[src/rtl/mem_port_arbiter_pkg.sv]
// Shared definitions for the unified memory port arbiter: FSM state encoding,
// access size codes common with data_memory, and the grant selection helper.
package mem_port_arbiter_pkg;

  typedef enum logic [1:0] {
    IDLE  = 2'd0,
    IBUSY = 2'd1,
    DBUSY = 2'd2
  } arbState_t;

  localparam logic [2:0] SIZE_BYTE = 3'd0;
  localparam logic [2:0] SIZE_HALF = 3'd1;
  localparam logic [2:0] SIZE_WORD = 3'd2;

  // Data wins a contested decision unless the fairness flag asks for fetch.
  function automatic arbState_t pickGrant(input logic iReq, input logic dReq,
                                          input logic preferFetch);
    if (dReq && !(iReq && preferFetch)) begin
      return DBUSY;
    end else if (iReq) begin
      return IBUSY;
    end else begin
      return IDLE;
    end
  endfunction

endpackage

[src/rtl/mem_port_arbiter_wait_counter.sv]
// Loadable 4-bit down-counter that times one memory access; done is high
// while the count sits at zero.
module arb_wait_counter (
  input  logic       CLK,
  input  logic       RESET,
  input  logic       load,
  input  logic [3:0] loadValue,
  output logic [3:0] count,
  output logic       done
);

  always_ff @(posedge CLK or negedge RESET) begin
    if (!RESET) begin
      count <= 4'd0;
    end else if (load) begin
      count <= loadValue;
    end else if (count != 4'd0) begin
      count <= count - 4'd1;
    end
  end

  assign done = (count == 4'd0);

endmodule

[src/rtl/mem_port_arbiter.sv]
// Arbitrates fetch and data requests onto one unified memory port.
// Define MEM_PORT_ARB_FAIR_EN to alternate contested grants instead of fixed data priority.
module mem_port_arbiter
  import mem_port_arbiter_pkg::*;
#(
  parameter int unsigned WAIT_CYCLES = 2
) (
  input  logic        CLK,
  input  logic        RESET,
  input  logic        IReq,
  input  logic [31:0] IAddr,
  output logic [31:0] IRData,
  output logic        IValid,
  output logic        IStall,
  input  logic        DReq,
  input  logic        DWe,
  input  logic [2:0]  DSize,
  input  logic [31:0] DAddr,
  input  logic [31:0] DWData,
  output logic [31:0] DRData,
  output logic        DValid,
  output logic        DStall,
  output logic [31:0] MemAddr,
  output logic        MemWe,
  output logic [2:0]  MemSize,
  output logic [31:0] MemWData,
  input  logic [31:0] MemRData
);

  localparam logic [3:0] WAIT_LOAD = 4'(WAIT_CYCLES);

  arbState_t   state;
  arbState_t   nextState;
  arbState_t   grantState;
  logic        load;
  logic        waitDone;
  logic [3:0]  waitCount;
  logic        preferFetch;
  logic        busy;
  logic [31:0] capAddr;
  logic        capWe;
  logic [2:0]  capSize;
  logic [31:0] capWData;

  arb_wait_counter waitCounter (
    .CLK       (CLK),
    .RESET     (RESET),
    .load      (load),
    .loadValue (WAIT_LOAD),
    .count     (waitCount),
    .done      (waitDone)
  );

`ifdef MEM_PORT_ARB_FAIR_EN
  logic lastData;

  // Resets to "fetch last" so the first contested decision goes to data.
  always_ff @(posedge CLK or negedge RESET) begin
    if (!RESET) begin
      lastData <= 1'b0;
    end else if (load) begin
      lastData <= (grantState == DBUSY);
    end
  end

  assign preferFetch = lastData;
`else
  assign preferFetch = 1'b0;
`endif

  assign grantState = pickGrant(IReq, DReq, preferFetch);

  always_ff @(posedge CLK or negedge RESET) begin
    if (!RESET) begin
      state <= IDLE;
    end else begin
      state <= nextState;
    end
  end

  // A completing transaction hands over directly to the next grant, no idle gap.
  always_comb begin
    nextState = state;
    load      = 1'b0;
    case (state)
      IDLE: begin
        if (grantState != IDLE) begin
          nextState = grantState;
          load      = 1'b1;
        end
      end
      IBUSY, DBUSY: begin
        if (waitDone) begin
          nextState = grantState;
          load      = (grantState != IDLE);
        end
      end
      default: nextState = IDLE;
    endcase
  end

  always_ff @(posedge CLK or negedge RESET) begin
    if (!RESET) begin
      capAddr  <= 32'd0;
      capWe    <= 1'b0;
      capSize  <= 3'd0;
      capWData <= 32'd0;
    end else if (load) begin
      if (grantState == DBUSY) begin
        capAddr  <= DAddr;
        capWe    <= DWe;
        capSize  <= DSize;
        capWData <= DWData;
      end else begin
        capAddr  <= IAddr;
        capWe    <= 1'b0;
        capSize  <= SIZE_WORD;
        capWData <= 32'd0;
      end
    end
  end

  // Read data lands on the final busy edge; writes leave DRData untouched.
  always_ff @(posedge CLK or negedge RESET) begin
    if (!RESET) begin
      IRData <= 32'd0;
      DRData <= 32'd0;
      IValid <= 1'b0;
      DValid <= 1'b0;
    end else begin
      IValid <= 1'b0;
      DValid <= 1'b0;
      if (state == IBUSY && waitDone) begin
        IRData <= MemRData;
        IValid <= 1'b1;
      end
      if (state == DBUSY && waitDone) begin
        DValid <= 1'b1;
        if (!capWe) begin
          DRData <= MemRData;
        end
      end
    end
  end

  assign busy     = (state != IDLE);
  assign MemAddr  = busy ? capAddr : 32'd0;
  assign MemSize  = busy ? capSize : 3'd0;
  assign MemWData = busy ? capWData : 32'd0;
  assign MemWe    = (state == DBUSY) && capWe && waitDone;

  assign IStall = IReq & ~IValid;
  assign DStall = DReq & ~DValid;

endmodule

[config.mk]
export PLATFORM = sky130hd
export DESIGN_NAME = mem_port_arbiter
export DESIGN_NICKNAME = d
export VERILOG_FILES = /design/src/rtl/mem_port_arbiter_pkg.sv /design/src/rtl/mem_port_arbiter_wait_counter.sv /design/src/rtl/mem_port_arbiter.sv
export SDC_FILE = /design/constraint.sdc
export NUM_CORES = 1
export LEC_CHECK = 0
export CAP_MARGIN = 10
export CORE_MARGIN = 1
export CORE_UTILIZATION = 46
export CTS_CLUSTER_SIZE = 16
export DETAILED_ROUTE_END_ITERATION = 6
export GPL_ROUTABILITY_DRIVEN = 0
export PLACE_DENSITY = 0.86
export SYNTH_ARGS = -nofsm -noshare
export SYNTH_HDL_FRONTEND = slang
export SYNTH_SLANG_ARGS = --single-unit
export TNS_END_PERCENT = 20
[constraint.sdc]
create_clock -name CLK -period 5.9 [get_ports CLK]
set_clock_uncertainty 0.15 [all_clocks]
set_input_delay 1.475 -clock CLK [delete_from_list [all_inputs] [get_ports CLK]]
set_output_delay 1.475 -clock CLK [all_outputs]
set_load 0.1 [all_outputs]
==> qor.csv, run 1 <==
stage,metric,value,unit
status,status,"finished, final reports clean",
floorplanning,die_w,118.9,µm
drt,vias,4512,
timing,final.min_clock_period,4.753,ns
setup_path,r2r_start,state[0]$_DFFE_PN0P_,
timing,hold_viol,0,
clocking,cts_inserted_buffers,17,
worst_hold_path,min_from,capWData[12]$_DFFE_PN0P_,
clocking,clock_latency,0.41,ns
yosys,syn_inst,442,
timing,worst_slew_pin_slew,1.116,ns
setup_path,crit_slowest_cell,clkdlybuf4s50_1,
clocking,postCtsSetupBuffers,0,
setup_path,endpoint,MemWData[16],
setup_path,critPathLaunch,state[0]$_DFFE_PN0P_,
clocking,cts_root_buf,clkbuf_16,
layout,diodes,0,
timing,slew_violations,0,
setup_path,arrival,3.13,ns
setup_path,cpPeakStageDelay,0.97,ns
setup_path,r2r_setup_slack,2.43,ns
layout,n_fill_cell,863,
global_route,grt_pass1_vias,5012,
clocking,path_clk_slew,0.06,ns
clocking,cts_max_level,4,
global_route,grt.overflow.total,0,
timing,setup_viol,0,
floorplanning,dieHeight,118.9,µm
timing,fin_setup_tns,0,ns
timing,hold_ws,0.3436,ns
global_route,grt_use_total,23.30,%
clocking,cts_resized,0,
yosys,yosys_warnings,0,
floorplanning,initial_core_util,47.32,%
run,cap_violations,0,
drt,ant_nets,0,
floorplanning,num_rows,42,
timing,slew_headroom,25.61,%
setup_path,r2r_cells,6,
yosys,synth.avg_cell_area,14.23,µm²
placement,dp_hpwl,10910,µm
setup_path,path_cells,"inv_1, ha_2, buf_4, nor2b_1, clkdlybuf4s50_1",
clocking,cts.sinks,140,
setup_path,critPathLaunchType,flop,
drt,wl,15600,µm
yosys,synth_seq_area_share,55.69,%
clocking,cts_hold_buffers,0,
global_route,grt_first_pass_wirelength,25540,µm
drt,route.detailed.drc,0,
drt,firstDrtPassIters,4,
layout,fin_nets,851,
yosys,netlist_area,6291,µm²
layout,multi_input_area,2565,µm²
clocking,cts_tree,built,
timing,fin_crit_sh,80.56,%
yosys,synth_nets,584,
clocking,clockBufferDepth,2,
placement,port_buffers,271,
yosys,ys_seq_elements,140,
timing,timing.fmax,0.2104,GHz
setup_path,worstSetupEndpointType,primary output,
floorplanning,die_area,14150,µm²
layout,drive_gt1_share,23.33,%
setup_path,worst-setup-path-type,flop to primary output,
setup_path,cp.required,4.28,ns
drt,drt_iter0_drc,159,
setup_path,cp_max_fo,41,
setup_path,regToRegEndpoint,capAddr[28]$_DFFE_PN0P_,
floorplanning,io_pins,272,
timing,rsz0062_at_grt,false,
layout,seq_area,3503,µm²
drt,wl_per_cell,17.41,µm
floorplanning,core,13300,µm²
global_route,grt_max_degree,97,
global_route,antenna_found_initial,0,
layout,syn_to_final_growth,53.78,%
yosys,yosysUniqueCellTypes,32,
drt,vias_per_cell,5.036,
worst_hold_path,hold_class,flop to flop,
[worst min path at each step]
stage                                    end  slack (ns)  cells after the start
finish              capWData[12]$_DFFE_PN0P_        0.34                      1
global route           IRData[7]$_DFFE_PN0P_        0.36                      1
CTS                   DRData[20]$_DFFE_PN0P_        0.35                      1
detailed placement   capAddr[16]$_DFFE_PN0P_        0.33                      1
global placement       DRData[6]$_DFFE_PN0P_        0.32                      1
floorplan           capWData[15]$_DFFE_PN0P_        0.31                      1
[cell type report]
| type | instances | share of cell area (%) |
|---|---|---|
| multi-input combinational | 264 | 26.51 |
| inverter | 7 | 0.2716 |
| clock inverter | 10 | 1.436 |
| timing repair buffer | 279 | 28.57 |
| tap | 176 | 2.276 |
| sequential | 140 | 36.21 |
| clock buffer | 20 | 4.721 |
[cells by family after synthesis]
| logic type | count (synthesis) | share of synthesized area (%) |
|---|---|---|
| buffers and inverters | 38 | 3.580 |
| AO/OA/AOI/OAI | 43 | 6.165 |
| XOR/XNOR | 2 | 0.2785 |
| adder cells (fa/ha/maj) | 6 | 1.193 |
| AND/OR/NAND/NOR | 84 | 8.473 |
| multiplexers | 129 | 24.62 |
| flip-flops | 140 | 55.69 |
[sequential cells by signal (all words and copies together), names as in the netlist]
signal             count
IValid                 1
IRData                32
waitCounter.count      4
DValid                 1
DRData                32
capSize                3
capWe                  1
capWData              32
state                  2
capAddr               32
[synth_stat cells]
cell type	n	area share, %
o2bb2ai_1	1	0.14
clkbuf_1	10	0.60
and4bb_4	1	0.26
o211a_1	1	0.16
and3_1	1	0.10
o211ai_1	1	0.12
mux2i_1	1	0.16
o221a_1	1	0.18
mux2_1	6	1.1
buf_6	2	0.36
nor3_1	2	0.16
and2_1	2	0.20
nand2_1	1	0.060
nand2b_1	1	0.10
nor2_1	5	0.30
ha_1	6	1.2
nor3b_4	1	0.30
a32o_1	2	0.32
inv_1	7	0.42
buf_4	6	0.72
buf_1	1	0.060
buf_12	2	0.64
dfrtp_1	140	56
o221ai_2	1	0.24
a22o_1	35	4.9
xnor2_1	2	0.28
nor2b_1	69	6.9
a2bb2oi_1	1	0.14
mux2_4	26	6.2
buf_2	10	0.80
mux2_2	96	17
and3b_1	1	0.14
[metrics by stage]
stage          cells  cell area [µm²]  worst slack [ns]  utilization, %
2_1_floorplan    442             6291            0.8884               -
3_3_place_gp     866             9079             1.640           68.29
4_1_cts          896             9674             1.112           72.76
5_1_grt          896             9674            0.9711           72.76
6_report         896             9674             1.147           72.76
3_5_place_dp     866             9079             1.556           68.29
[cell usage in the layout, fill, tap and decap left out, types with 2 or more instances in the layout]
cell type / count
mux2_2: 96
clkinv_2: 3
nor2b_1: 69
inv_1: 7
mux2_1: 6
mux2_4: 26
a22o_1: 35
a32o_1: 2
nor2_1: 5
clkdlybuf4s50_1: 267
and2_1: 2
dfrtp_1: 140
clkbuf_8: 2
xnor2_1: 2
inv_6: 3
ha_1: 5
clkbuf_16: 17
nor3_1: 2
bufinv_16: 3
buf_4: 10
[critical path: cells and delay by family (launching register included)]
kind	cells	cell delay, ns
adders and majority gates	1	0.72
buffers and inverters	3	1.46
DFF	1	0.41
and+or+nand+nor	1	0.10
[layer usage]
layer	up-vias	part of all wire [%]	track usage (%)
met5	-	0	0
met2	199	50	39.69
met3	26	7.3	6.897
met4	0	1.9	8.782
li1	2075	-	-
met1	2212	41	27.78
Power of run 1 is left out: the tool's default activity adds up to more than one toggle a clock period on the data nets, which glitch-free logic cannot reach.
==> run 2, diff against run 1 <==
- CORE_UTILIZATION: 46 -> 39
- PLACE_DENSITY: 0.86 -> 0.78
- clock period: 5.9 -> 4.35 ns (I/O delays scaled with it)
==> qor.csv, run 2 (same netlist as run 1, synthesis figures left out) <==
stage,metric,value,unit,change
timing,timing.fmax,0.2938,GHz,
setup_path,crit_slowest_cell,clkdlybuf4s50_1,,unchanged
timing,slew_violations,0,,unchanged
clocking,cts_inserted_buffers,17,,unchanged
setup_path,worst-setup-path-type,input port to primary output,,was flop to primary output
floorplanning,dieHeight,129.0,µm,was 118.9 µm
global_route,antenna_found_initial,0,,unchanged
floorplanning,io_pins,272,,unchanged
placement,port_buffers,271,,unchanged
layout,n_fill_cell,1258,,was 863
drt,vias_per_cell,4.768,,was 5.036
setup_path,worstSetupEndpointType,primary output,,unchanged
setup_path,critPathLaunchType,input port,,was flop
drt,drt_iter0_drc,119,,was 159
drt,ant_nets,0,,unchanged
floorplanning,die_w,129.0,µm,was 118.9 µm
setup_path,arrival,2.17,ns,was 3.13 ns
floorplanning,num_rows,46,,was 42
layout,mostFrequentLayoutCell,clkdlybuf4s50_1,,unchanged
drt,vias,4477,,was 4512
run,cap_violations,0,,unchanged
clocking,path_clk_slew,0.06,ns,about the same
global_route,grt_pass1_vias,4740,,was 5012
placement,placed_cells,907,,was 866
clocking,cts_root_buf,clkbuf_16,,unchanged
global_route,grt_first_pass_wirelength,24270,µm,was 25540 µm
setup_path,path_cells,"clkdlybuf4s50_1, nor2b_1, buf_4",,"was inv_1, ha_2, buf_4, nor2b_1, clkdlybuf4s50_1"
global_route,grt.overflow.total,0,,unchanged
floorplanning,die_area,16640,µm²,was 14150 µm²
clocking,cts.sinks,140,,unchanged
setup_path,crit_buf_inv,2,,was 3
timing,worst_slew_pin_slew,1.034,ns,was 1.116 ns
layout,final_cell_mix,"clkdlybuf4s50_1 (199), dfrtp_1 (140), mux2_2 (96)",,"was clkdlybuf4s50_1 (267), dfrtp_1 (140), mux2_2 (96)"
global_route,grt_max_degree,75,,was 97
status,status,"finished, final reports clean",,unchanged
clocking,clockBufferDepth,2,,unchanged
drt,wl,15520,µm,was 15600 µm
setup_path,cp.required,3.11,ns,was 4.28 ns
clocking,postCtsSetupBuffers,0,,unchanged
setup_path,critical-path-top-delay-family,buffers and inverters,,unchanged
global_route,grt_use_total,19.15,%,was 23.30%
placement,dp_hpwl,11250,µm,was 10910 µm
clocking,cts_hold_buffers,0,,unchanged
setup_path,cp_max_fo,5,,was 41
layout,drive_gt1_share,32.92,%,was 23.33%
floorplanning,initial_core_util,39.75,%,was 47.32%
drt,route.detailed.drc,0,,unchanged
timing,setup_viol,0,,unchanged
drt,wl_per_cell,16.53,µm,was 17.41 µm
floorplanning,core,15830,µm²,was 13300 µm²
worst_hold_path,hold_class,flop to flop,,unchanged
timing,hold_viol,0,,unchanged
layout,diodes,0,,unchanged
layout,instances_no_fill,939,,was 896
setup_path,cpPeakStageDelay,0.60,ns,was 0.97 ns
drt,firstDrtPassIters,6,,was 4
timing,final.min_clock_period,3.404,ns,
layout,fin_nets,852,,was 851
clocking,clock_latency,0.40,ns,was 0.41 ns
clocking,cts_max_level,4,,unchanged
timing,fin_crit_sh,78.25,%,
layout,seq_area,3503,µm²,unchanged
layout,multi_input_area,2565,µm²,unchanged
clocking,cts_tree,built,,unchanged
timing,rsz0062_at_grt,false,,unchanged
layout,syn_to_final_growth,51.85,%,was 53.78%
layout,final_util,60.36,%,was 72.76%
clocking,cts_resized,0,,unchanged
timing,fin_setup_tns,0,ns,unchanged
timing,slew_headroom,30.86,%,was 25.61%
[run 2: layout make-up]
| class | count | share of cell area [%] |
|---|---|---|
| clock inverter | 12 | 1.205 |
| timing repair buffer | 280 | 27.49 |
| multi-input combinational | 264 | 26.85 |
| clock buffer | 20 | 4.676 |
| sequential | 140 | 36.67 |
| inverter | 7 | 0.2750 |
| tap | 216 | 2.829 |
[run 2: final timing paths]
kind / startpoint / to / slack, ns / cells after the start
worst max-delay path: IReq / IStall / 0.95 / 3
worst min-delay path: DRData[6]$_DFFE_PN0P_ / DRData[6]$_DFFE_PN0P_ / 0.34 / 1
worst min register to register: DRData[6]$_DFFE_PN0P_ / DRData[6]$_DFFE_PN0P_ / 0.34 / 1
min in group asynchronous: RESET / DRData[12]$_DFFE_PN0P_ / 0.52 / 1
max in group asynchronous: RESET / IRData[21]$_DFFE_PN0P_ / 2.69 / 2
worst max register to register: waitCounter.count[0]$_DFFE_PN0P_ / IRData[23]$_DFFE_PN0P_ / 1.69 / 6
[run 2: worst reg2reg max path: cells and delay by family (launching register included)]
kind	cells	cell delay [ns]
simple gates	2	0.87
flops	1	0.38
fa+ha+maj	1	0.21
mux	1	0.40
buf+inv	2	0.54
[run 2: metrics by stage]
stage                     hold slack (ns)  cell area [µm²]  setup WS, ns
after floorplan                    0.3149             6291        0.1134
after global placement             0.3156             8991        0.9513
after detailed placement           0.3284             8991        0.9559
after CTS                          0.3420             9553        0.9547
after global routing               0.3606             9553        0.9009
final                              0.3407             9553        0.9460
[run 2: per-layer routing]
metal | share of wire, % | vias up | track usage (%)
met5 | 0 | - | 0
met1 | 42 | 2195 | 23.17
met2 | 50 | 172 | 32.88
met3 | 6.3 | 19 | 5.156
met4 | 1.6 | 0 | 6.713
li1 | - | 2091 | -
Power of run 2 is left out for the same reason.
==> run 3, diff against run 2 <==
- CORE_UTILIZATION: 39 -> 43
- PLACE_DENSITY: 0.78 -> 0.81
- clock period: 4.35 -> 3.49 ns (I/O delays scaled with it)
==> qor.csv, run 3 (same netlist as run 1, synthesis figures left out) <==
stage,metric,value,unit,change
floorplanning,die_area,15120,µm²,was 16640 µm²
layout,diodes,0,,unchanged
worst_hold_path,hold_class,input port to asynchronous set/reset pin,,was flop to flop
global_route,grt_first_pass_wirelength,24010,µm,was 24270 µm
drt,drt_iter0_drc,142,,was 119
timing,fin_setup_tns,0,ns,unchanged
clocking,cts_inserted_buffers,17,,unchanged
clocking,clockBufferDepth,2,,unchanged
clocking,postCtsSetupBuffers,0,,unchanged
global_route,grt_max_degree,73,,was 75
layout,mostFrequentLayoutCell,buf_4,,was clkdlybuf4s50_1
floorplanning,dieHeight,123.0,µm,was 129.0 µm
drt,wl,15510,µm,was 15520 µm
floorplanning,core,14100,µm²,was 15830 µm²
setup_path,worstSetupEndpointType,primary output,,unchanged
floorplanning,io_pins,272,,unchanged
clocking,cts_tree,built,,unchanged
timing,hold_viol,0,,unchanged
layout,syn_to_final_growth,50.02,%,was 51.85%
layout,n_fill_cell,1060,,was 1258
global_route,grt.overflow.total,0,,unchanged
timing,fin_crit_sh,87.16,%,
clocking,path_clk_slew,0.06,ns,about the same
status,status,"finished, final reports clean",,unchanged
layout,final_util,66.95,%,was 60.36%
drt,firstDrtPassIters,4,,was 6
global_route,antenna_found_initial,1,,was 0
timing,final.min_clock_period,3.042,ns,
drt,vias_per_cell,4.935,,was 4.768
placement,dp_hpwl,11370,µm,was 11250 µm
setup_path,arrival,2.02,ns,was 2.17 ns
setup_path,cp_max_fo,10,,was 5
global_route,grt_pass1_vias,4635,,was 4740
timing,timing.fmax,0.3287,GHz,
global_route,grt_use_total,21.09,%,was 19.15%
clocking,clock_latency,0.40,ns,about the same
clocking,cts_root_buf,clkbuf_16,,unchanged
setup_path,worst-setup-path-type,flop to primary output,,was input port to primary output
layout,drive_gt1_share,42.56,%,was 32.92%
layout,fin_nets,855,,was 852
floorplanning,die_w,123.0,µm,was 129.0 µm
drt,wl_per_cell,17.12,µm,was 16.53 µm
run,cap_violations,0,,unchanged
clocking,cts_resized,0,,unchanged
timing,worst_slew_pin_slew,0.6527,ns,was 1.034 ns
placement,port_buffers,271,,unchanged
drt,route.detailed.drc,0,,unchanged
floorplanning,num_rows,43,,was 46
clocking,cts_max_level,4,,unchanged
clocking,cts.sinks,140,,unchanged
setup_path,critPathLaunchType,flop,,was input port
setup_path,cp.required,2.47,ns,was 3.11 ns
timing,slew_violations,0,,unchanged
drt,ant_nets,0,,unchanged
timing,slew_headroom,56.49,%,was 30.86%
timing,setup_viol,0,,unchanged
clocking,cts_hold_buffers,0,,unchanged
drt,vias,4471,,was 4477
layout,final_cell_mix,"buf_4 (143), dfrtp_1 (140), clkdlybuf4s50_1 (133)",,"was clkdlybuf4s50_1 (199), dfrtp_1 (140), mux2_2 (96)"
floorplanning,initial_core_util,44.63,%,was 39.75%
timing,rsz0062_at_grt,false,,unchanged
[run 3: cell types whose count changed in the layout (fill, tap and decap cells not counted)]
cell / change
bufinv_16: +1
inv_8: -1
buf_12: +3
nor2b_1: -1
inv_6: +2
clkinv_2: -1
nor2b_2: +1
clkbuf_8: +1
buf_4: +66
clkdlybuf4s50_1: -66
clkinv_4: -1
clkbuf_1: -1
[run 3: layout make-up]
| cell class | count | area, µm² | share of cell area [%] |
|---|---|---|---|
| multi-input cells | 264 | 2567 | 27.20 |
| inverters | 7 | 26.28 | 0.2784 |
| flip-flops and latches | 140 | 3503 | 37.12 |
| well taps | 180 | 225.2 | 2.386 |
| clock buffers | 20 | 456.7 | 4.839 |
| repair buffers | 283 | 2521 | 26.71 |
| clock inverters | 12 | 137.6 | 1.458 |
[run 3: critical path, cell delays in order (launching register included)]
cell	delay, ns
dfrtp_1	0.38
inv_1	0.11
ha_1	0.21
nor3b_4	0.41
and3_1	0.21
buf_4	0.29
[run 3: final timing paths]
path                                             startpoint                  endpoint  slack, ns  cells past startpoint
max                        waitCounter.count[0]$_DFFE_PN0P_                     MemWe       0.45                      5
min                                                   RESET     IRData[2]$_DFFE_PN0P_       0.31                      1
max reg2reg                            state[0]$_DFFE_PN0P_    capAddr[3]$_DFFE_PN0P_       1.05                      6
min reg2reg                          DRData[19]$_DFFE_PN0P_    DRData[19]$_DFFE_PN0P_       0.34                      1
max in group asynchronous                             RESET  capWData[22]$_DFFE_PN0P_       2.14                      2
min in group CLK                     DRData[19]$_DFFE_PN0P_    DRData[19]$_DFFE_PN0P_       0.34                      1
[run 3: metal layers]
layer	global-route usage (%)	share of wire (%)
met5	0	0.084
met4	8.613	2.3
met3	5.812	7.3
met2	36.03	50
met1	25.04	40
[run 3: per-stage QoR]
step / hold WS, ns / std cells / worst slack (ns) / cell area, µm²
floorplan: 0.3149 / 442 / -0.07921 / 6294
global placement: 0.3190 / 874 / 0.5487 / 8843
detailed placement: 0.3306 / 874 / 0.5245 / 8843
CTS: 0.3447 / 906 / 0.4330 / 9438
global route: 0.3595 / 906 / 0.3239 / 9438
finish: 0.3098 / 906 / 0.4480 / 9438
Power of run 3 is left out for the same reason.
